===== src/rtl/udp_tx_arbiter.sv =====
// Frame-granular round-robin arbiter that shares one UDP core TX interface
// (header handshake + byte-wide payload stream) between PORTS requesters.
module udp_tx_arbiter #(
  parameter int         PORTS = 2,
  parameter logic [7:0] TTL   = 8'd64
) (
  input  logic                  clk,
  input  logic                  rst_n,
  input  logic [PORTS-1:0]      s_hdr_valid,
  output logic [PORTS-1:0]      s_hdr_ready,
  input  logic [32*PORTS-1:0]   s_dest_ip,
  input  logic [16*PORTS-1:0]   s_source_port,
  input  logic [16*PORTS-1:0]   s_dest_port,
  input  logic [16*PORTS-1:0]   s_length,
  input  logic [8*PORTS-1:0]    s_payload_tdata,
  input  logic [PORTS-1:0]      s_payload_tvalid,
  input  logic [PORTS-1:0]      s_payload_tlast,
  input  logic [PORTS-1:0]      s_payload_tuser,
  output logic [PORTS-1:0]      s_payload_tready,
  input  logic [31:0]           local_ip,
  output logic                  m_hdr_valid,
  input  logic                  m_hdr_ready,
  output logic [5:0]            m_ip_dscp,
  output logic [1:0]            m_ip_ecn,
  output logic [7:0]            m_ip_ttl,
  output logic [31:0]           m_source_ip,
  output logic [31:0]           m_dest_ip,
  output logic [15:0]           m_source_port,
  output logic [15:0]           m_dest_port,
  output logic [15:0]           m_length,
  output logic [15:0]           m_checksum,
  output logic [7:0]            m_payload_tdata,
  output logic                  m_payload_tvalid,
  output logic                  m_payload_tlast,
  output logic                  m_payload_tuser,
  input  logic                  m_payload_tready,
  output logic [PORTS-1:0]      grant,
  output logic                  busy
);

  localparam int             IW        = (PORTS > 2) ? 2 : 1;
  localparam logic [IW-1:0]  LAST_PORT = IW'(PORTS - 1);
  localparam logic [15:0]    UDP_HDR_BYTES = 16'd8;

  typedef enum logic [1:0] {
    IDLE    = 2'd0,
    HDR     = 2'd1,
    PAYLOAD = 2'd2
  } state_t;

  state_t            state_q, state_d;
  logic [PORTS-1:0]  grant_q, grant_d;
  logic [IW-1:0]     owner_q, owner_d;
  logic [IW-1:0]     lastOwner_q, lastOwner_d;
  logic [31:0]       destIp_q, destIp_d;
  logic [31:0]       srcIp_q, srcIp_d;
  logic [15:0]       srcPort_q, srcPort_d;
  logic [15:0]       dstPort_q, dstPort_d;
  logic [15:0]       length_q, length_d;
  logic [1:0]        rstSync_q;

  logic              arbEnable;
  logic              pickFound;
  logic [IW-1:0]     pickIdx;
  logic [IW-1:0]     cand;
  logic [31:0]       winDestIp;
  logic [15:0]       winSrcPort;
  logic [15:0]       winDstPort;
  logic [15:0]       winLength;
  logic [7:0]        ownData;
  logic              ownValid;
  logic              ownLast;
  logic              ownUser;
  logic              frameEnd;

  // Assertion is immediate through the async clear; release ripples through two
  // flops so arbitration never races the reset edge.
  always_ff @(posedge clk or negedge rst_n) begin
    if (!rst_n) begin
      rstSync_q <= 2'b00;
    end else begin
      rstSync_q <= {rstSync_q[0], 1'b1};
    end
  end

  assign arbEnable = rstSync_q[1];

  // Search starts one past the previous owner so every requester gets a turn.
  always_comb begin
    pickFound = 1'b0;
    pickIdx   = '0;
    cand      = '0;
    for (int i = 1; i <= PORTS; i++) begin
      cand = IW'((int'(lastOwner_q) + i) % PORTS);
      if (!pickFound && s_hdr_valid[cand]) begin
        pickFound = 1'b1;
        pickIdx   = cand;
      end
    end
  end

  always_comb begin
    winDestIp  = '0;
    winSrcPort = '0;
    winDstPort = '0;
    winLength  = '0;
    for (int p = 0; p < PORTS; p++) begin
      if (pickIdx == IW'(p)) begin
        winDestIp  = s_dest_ip[32*p +: 32];
        winSrcPort = s_source_port[16*p +: 16];
        winDstPort = s_dest_port[16*p +: 16];
        winLength  = s_length[16*p +: 16];
      end
    end
  end

  always_comb begin
    ownData  = '0;
    ownValid = 1'b0;
    ownLast  = 1'b0;
    ownUser  = 1'b0;
    for (int p = 0; p < PORTS; p++) begin
      if (owner_q == IW'(p)) begin
        ownData  = s_payload_tdata[8*p +: 8];
        ownValid = s_payload_tvalid[p];
        ownLast  = s_payload_tlast[p];
        ownUser  = s_payload_tuser[p];
      end
    end
  end

  assign frameEnd = (state_q == PAYLOAD) && ownValid && m_payload_tready && ownLast;

  always_ff @(posedge clk or negedge rst_n) begin
    if (!rst_n) begin
      state_q     <= IDLE;
      grant_q     <= '0;
      owner_q     <= '0;
      lastOwner_q <= LAST_PORT;
      destIp_q    <= '0;
      srcIp_q     <= '0;
      srcPort_q   <= '0;
      dstPort_q   <= '0;
      length_q    <= '0;
    end else begin
      state_q     <= state_d;
      grant_q     <= grant_d;
      owner_q     <= owner_d;
      lastOwner_q <= lastOwner_d;
      destIp_q    <= destIp_d;
      srcIp_q     <= srcIp_d;
      srcPort_q   <= srcPort_d;
      dstPort_q   <= dstPort_d;
      length_q    <= length_d;
    end
  end

  // The header is snapshotted at grant time so a requester may drop its
  // request or change fields afterwards without disturbing the frame.
  always_comb begin
    state_d     = state_q;
    grant_d     = grant_q;
    owner_d     = owner_q;
    lastOwner_d = lastOwner_q;
    destIp_d    = destIp_q;
    srcIp_d     = srcIp_q;
    srcPort_d   = srcPort_q;
    dstPort_d   = dstPort_q;
    length_d    = length_q;
    case (state_q)
      IDLE: begin
        if (arbEnable && pickFound) begin
          state_d          = HDR;
          owner_d          = pickIdx;
          grant_d          = '0;
          grant_d[pickIdx] = 1'b1;
          destIp_d         = winDestIp;
          srcIp_d          = local_ip;
          srcPort_d        = winSrcPort;
          dstPort_d        = winDstPort;
          length_d         = winLength + UDP_HDR_BYTES;
        end
      end
      HDR: begin
        if (m_hdr_ready) begin
          state_d = PAYLOAD;
        end
      end
      PAYLOAD: begin
        if (frameEnd) begin
          state_d     = IDLE;
          lastOwner_d = owner_q;
          grant_d     = '0;
        end
      end
      default: begin
        state_d = IDLE;
        grant_d = '0;
      end
    endcase
  end

  always_comb begin
    s_hdr_ready      = '0;
    s_payload_tready = '0;
    m_payload_tdata  = ownData;
    m_payload_tvalid = 1'b0;
    m_payload_tlast  = 1'b0;
    m_payload_tuser  = 1'b0;
    if (state_q == HDR) begin
      s_hdr_ready = grant_q & {PORTS{m_hdr_ready}};
    end
    if (state_q == PAYLOAD) begin
      s_payload_tready = grant_q & {PORTS{m_payload_tready}};
      m_payload_tvalid = ownValid;
      m_payload_tlast  = ownLast;
      m_payload_tuser  = ownUser;
    end
  end

  assign m_hdr_valid   = (state_q == HDR);
  assign m_ip_dscp     = '0;
  assign m_ip_ecn      = '0;
  assign m_ip_ttl      = TTL;
  assign m_checksum    = '0;
  assign m_source_ip   = srcIp_q;
  assign m_dest_ip     = destIp_q;
  assign m_source_port = srcPort_q;
  assign m_dest_port   = dstPort_q;
  assign m_length      = length_q;
  assign grant         = grant_q;
  assign busy          = (state_q != IDLE);

endmodule


===== config.mk =====
export PLATFORM = sky130hd
export DESIGN_NAME = udp_tx_arbiter
export DESIGN_NICKNAME = d
export VERILOG_FILES = /design/src/rtl/udp_tx_arbiter.sv
export SDC_FILE = /design/constraint.sdc
export NUM_CORES = 1
export LEC_CHECK = 0
export BUFFER_PORTS_ARGS = -buffer_cell sky130_fd_sc_hd__buf_2
export CAP_MARGIN = 40
export CORE_AREA = 3 3 148 150
export DETAILED_ROUTE_END_ITERATION = 8
export DIE_AREA = 0 0 151 153
export SLEW_MARGIN = 20
export SYNTH_ARGS = -nofsm -noshare
export SYNTH_HDL_FRONTEND = slang
export SYNTH_SLANG_ARGS = --single-unit

===== constraint.sdc =====
create_clock -name clk -period 4.73 [get_ports clk]
set_clock_uncertainty 0.1 [all_clocks]
set_input_delay 1.1825 -clock clk [delete_from_list [all_inputs] [get_ports clk]]
set_output_delay 1.1825 -clock clk [all_outputs]
set_load 0.01 [all_outputs]

Word-level counts from Yosys, hierarchy flattened. Index checks and enable logic that the tools add are counted. W data, S select, Z words.

Register bits: 120. Input port bits: 220. Output and inout port bits: 163. Logic and storage cells: 67.

$add $sub $neg: 3. $lt $le $gt $ge: 4. Equal/unequal tests: 5. Multiplexer cells: 29. Bitwise gates (word level): 3. Reduce and logical (&&, ||, !) cells: 13.

Operator list (count): $mux W16 (3); $mux W32 (1); $add A16 B4 Y16 const B (1); $mux W1 (15); $mux W2 (6); $pmux W2 S3 (2); $mux W8 (1); $logic_and A1 B1 Y1 (6); $lt A1 B2 Y1 const B (3); $reduce_and A3 Y1 (2); $and A2 B2 Y2 (2); $ne A2 B2 Y1 const B (2); $reduce_and A2 Y1 (2); $add A1 B1 Y1 const B (2); $eq A2 B1 Y1 const B (1); $eq A2 B2 Y1 const B (1); $logic_not A2 Y1 (1); $ne A2 B1 Y1 const B (1); $reduce_bool A2 Y1 (1); $demux W1 S1 (1); $ge A1 B1 Y1 const B (1); $logic_not A1 Y1 (1); $not A1 Y1 (1).

Longest topological paths before layout.
Depth after elaboration: 13. Depth in mapped cells: 12. Gate-level depth less buffers: 9.

Least setup slack after synthesis. No wires, ideal clock.

Path type: input port to flip-flop. Start point: input port s_hdr_valid[1]. End point: register length_q[15] (netlist: m_length[15]). Setup time: 123 ps. Arrival: 3431 ps. Required time: 4507 ps. Setup slack: 1076 ps. Stages: 11. Buffers on the path: 3. Cell sequence: a21bo_1 > buf_6 > clkbuf_1 > buf_2 > nand2_1 > nand2_1 > ha_1 > or4bb_1 > a2111oi_4 > xor2_1 > o21ai_1.

Cells in the longest elaborated chain, start to end: 8. Elaborated cells between the ends (all ways): 14. Those cells by class: 1 x add/sub; 9 x mux; 4 x reduce/logical.

RTL lines: start, declared (line 9) `input logic [PORTS-1:0] s_hdr_valid,`; $mux W1 (implied by the code) (2 in series) (line 95) `if (!pickFound && s_hdr_valid[cand]) begin`; $mux W1 (line 95); $logic_not A1 Y1 (line 95); $logic_and A1 B1 Y1 (line 95); $mux W1 (line 95); $mux W16 or $logic_and A1 B1 Y1 (tied branches) (line 108, 172); $add A16 B4 Y16 or $reduce_and A2 Y1 (tied branches); end signal, assigned (line 154) `length_q <= length_d;`; end, declared (line 59) `logic [15:0] length_q, length_d;`.

Several ways; a longest one is shown, not always the timed one. The select of a mux whose other input is x is not followed. A chain may end at the register's enable or synchronous reset.

Worst setup path in the final report. Ends and elaborated chain as after synthesis.

==> out/qor.txt <==
row cnt: 53
total CTS buffers: 17
Clk Tree Root Cell: clkbuf_16
WHS Endpoint: rstSync_q[1]$_DFF_PN0_
CP arrival: 3470 ps
Antenna Violating Nets Remaining: 0
Pins Over Slew Limit: 0
gr usage total: 0.151
Tmin final: 3300 ps
die width: 151 um
postcts setup bufs: 0
leading area contributor after synthesis: dfrtp_1
Resized Gates After CTS: 0
peak supply drop: 0.253 mV
Worst Setup End Kind: flip-flop
Placed Area: 7840 um2
Starting Density: 0.285
Setup CP Type: in2reg
first-pass GRT wire length: 27300 um
cts hold-fix bufs: 0
drt pass-1 iters: 4
outcome: completed
Final setup violation count: 0
sequential-to-total area share from yosys stat: 0.506
clock latency on the worst-skew pair: 410 ps
Hold Path Depth: 0
Post-DP HPWL: 14200 um
total power draw: 4.78 mW
Slew @ Worst Pin: 759 ps
core footprint: 20800 um2
final period utilization: 0.697
Slew HR: 0.494
leakage power: 4.51 nW
Post-Synthesis Cells: 556
drt total wl: 17900 um
Die Y: 153 um
design area: 8460 um2
antenna cells: 0
asr flop ratio synth: 1.00
EDFF count, synth: 0
P per Cell Area: 565 nW/um2
hold path start: rstSync_q[0]$_DFF_PN0_
syn_area_per_cell: 10.7 um2
Achievable Freq: 303 MHz
worst reg2reg setup slack: 1790 ps
RSZ-0062 raised after global routing: no
fraction of final layout cells sized beyond drive strength 1: 0.482
DRC: 0
Max Root-Sink Buffers: 2
critical path fanouts, max: 34
R2R Path Start: lastOwner_q$_DFFE_PN1P_
routability cong.: 0.817
initial antenna violation count: 4
Worst Path Required: 4900 ps
Clock transition at path regs: 60 ps
Port Buffers: 350
post-synth top area share: 0.501
dominant cells by area after synthesis: dfrtp_1 50%, mux2i_1 13%, mux2_2 8.2%
Max H-tree Level: 4
final hold violation count: 0
largest net degree at the start of global routing: 66
CTS tree: done
total congestion overflow: 0
Reg2Reg Depth: 8
startpoint types: primary input
mapped cell area: 5940 um2
Hold WC Path Type: reg2reg
RR Endpoint: m_length[15]$_DFFE_PN0P_
routed via count: 5168
Final nets: 1119
ys flop type: dfrtp_1
clk sink count: 120
total die area: 23100 um2
initial drt markers: 162
IO Count: 383
vias per cell: 4.36
area grow syn2layout: 42.4%
max-cap violations: 0
Synth Register Bits: 120
vias in the first global route: 5264
Yosys warning count: 0
Synth cell types: 38
post-DR wirelength/cell: 15.1 um
Total Negative Setup Slacks: 0 ps
==> synthesized netlist by cell type (6+ instances only) <==
library cell  number
mux2i_1           80
nand2_1           91
xor2_1             6
mux2_2            43
dfrtp_1          119
clkbuf_1          10
nor2_1            10
buf_2             20
o21ai_0           80
and3_1             6
nand3_1            8
buf_4             32
==> power breakdown <==
part | total (mW) | switching (mW) | internal (mW)
combinational | 1.71 | 0.930 | 0.779
sequential | 1.79 | 0.274 | 1.51
clock | 1.28 | 0.491 | 0.792
total | 4.78 | 1.70 | 3.08
==> how the worst max path moves through the flow <==
stage | start | endpoint | slack, ps | depth (start not counted)
global placement | s_hdr_valid[1] | m_length[15]$_DFFE_PN0P_ | 1070 | 9
global route | s_hdr_valid[1] | m_length[15]$_DFFE_PN0P_ | 1270 | 9
floorplan | s_hdr_valid[1] | m_length[15]$_DFFE_PN0P_ | 1080 | 11
detailed placement | s_hdr_valid[1] | m_length[15]$_DFFE_PN0P_ | 980 | 9
finish | s_hdr_valid[1] | m_length[15]$_DFFE_PN0P_ | 1430 | 9
CTS | s_hdr_valid[1] | m_length[15]$_DFFE_PN0P_ | 1420 | 9
==> state kept, by name, indices dropped and copies added (netlist names) <==
name / count
m_source_ip: 32
m_source_port: 16
m_length: 16
rstSync_q: 2
state_q: 2
grant: 2
lastOwner_q: 1
owner_q: 1
m_dest_port: 16
m_dest_ip: 32
==> per-stage QoR <==
stage | setup slack, ps | cells | hold slack [ps] | util
floorplan | 1080 | 587 | 231 | -
global placement | 1070 | 1153 | 232 | 0.377
detailed placement | 984 | 1153 | 246 | 0.377
CTS | 1420 | 1185 | 255 | 0.405
global route | 1270 | 1186 | 262 | 0.406
finish | 1430 | 1186 | 255 | 0.406
==> routing by layer <==
| metal | up-vias | global-route usage | wire, um |
|---|---|---|---|
| met5 | - | 0 | 50 |
| met4 | 8 | 0.0415 | 195 |
| met3 | 22 | 0.0587 | 1710 |
| met2 | 232 | 0.256 | 8770 |
| met1 | 2352 | 0.177 | 7190 |
| li1 | 2554 | - | - |
==> logic make-up (layout without fill, tap and decap cells) <==
family | after synthesis | count (layout) | share of synthesized area
DFF | 120 | 120 | 0.506
adders and majority gates | 1 | 1 | 0.00211
buffers and inverters | 67 | 391 | 0.0680
other | 2 | 33 | 0.00126
AOI/OAI and AO/OA | 101 | 101 | 0.0965
muxes | 123 | 123 | 0.216
and+or+nand+nor | 133 | 133 | 0.0967
xor gates and xnor gates | 9 | 9 | 0.0133
==> cells in the final DEF (no fill, tap or decap), drive strengths merged, types with 2 or more instances in the layout <==
cell type / count
nor2: 10
nand3: 8
nand2: 91
clkbuf: 18
clkinvlp: 4
or2: 2
nand2b: 2
a31oi: 2
a21oi: 5
xnor2: 3
o21ai: 81
nand4: 4
a21boi: 3
conb: 33
and3: 6
dfrtp: 119
bufinv: 2
mux2i: 80
buf: 358
xor2: 6
nor3: 5
mux2: 43
nor2b: 2
inv: 4
a311oi: 3
o41ai: 2
clkinv: 5
==> worst max-delay path, stage by stage <==
cell and delay, ps:
buf_2 110, a21bo_4 550, nand2_1 120, nand2_1 110, ha_1 270, or4bb_1 540, a2111oi_4 340, xor2_1 180
o21ai_1 80
==> layout make-up <==
| class | instances | area [um2] |
|---|---|---|
| Tap cell | 275 | 344 |
| Clock buffer | 18 | 439 |
| Fill cell | 2070 | 12400 |
| Clock inverter | 14 | 149 |
| Sequential cell | 120 | 3000 |
| Inverter | 1 | 3.75 |
| Multi-Input combinational cell | 400 | 2660 |
| Timing Repair Buffer | 358 | 1860 |
No activity file was read; power rests on OpenSTA's default activity.
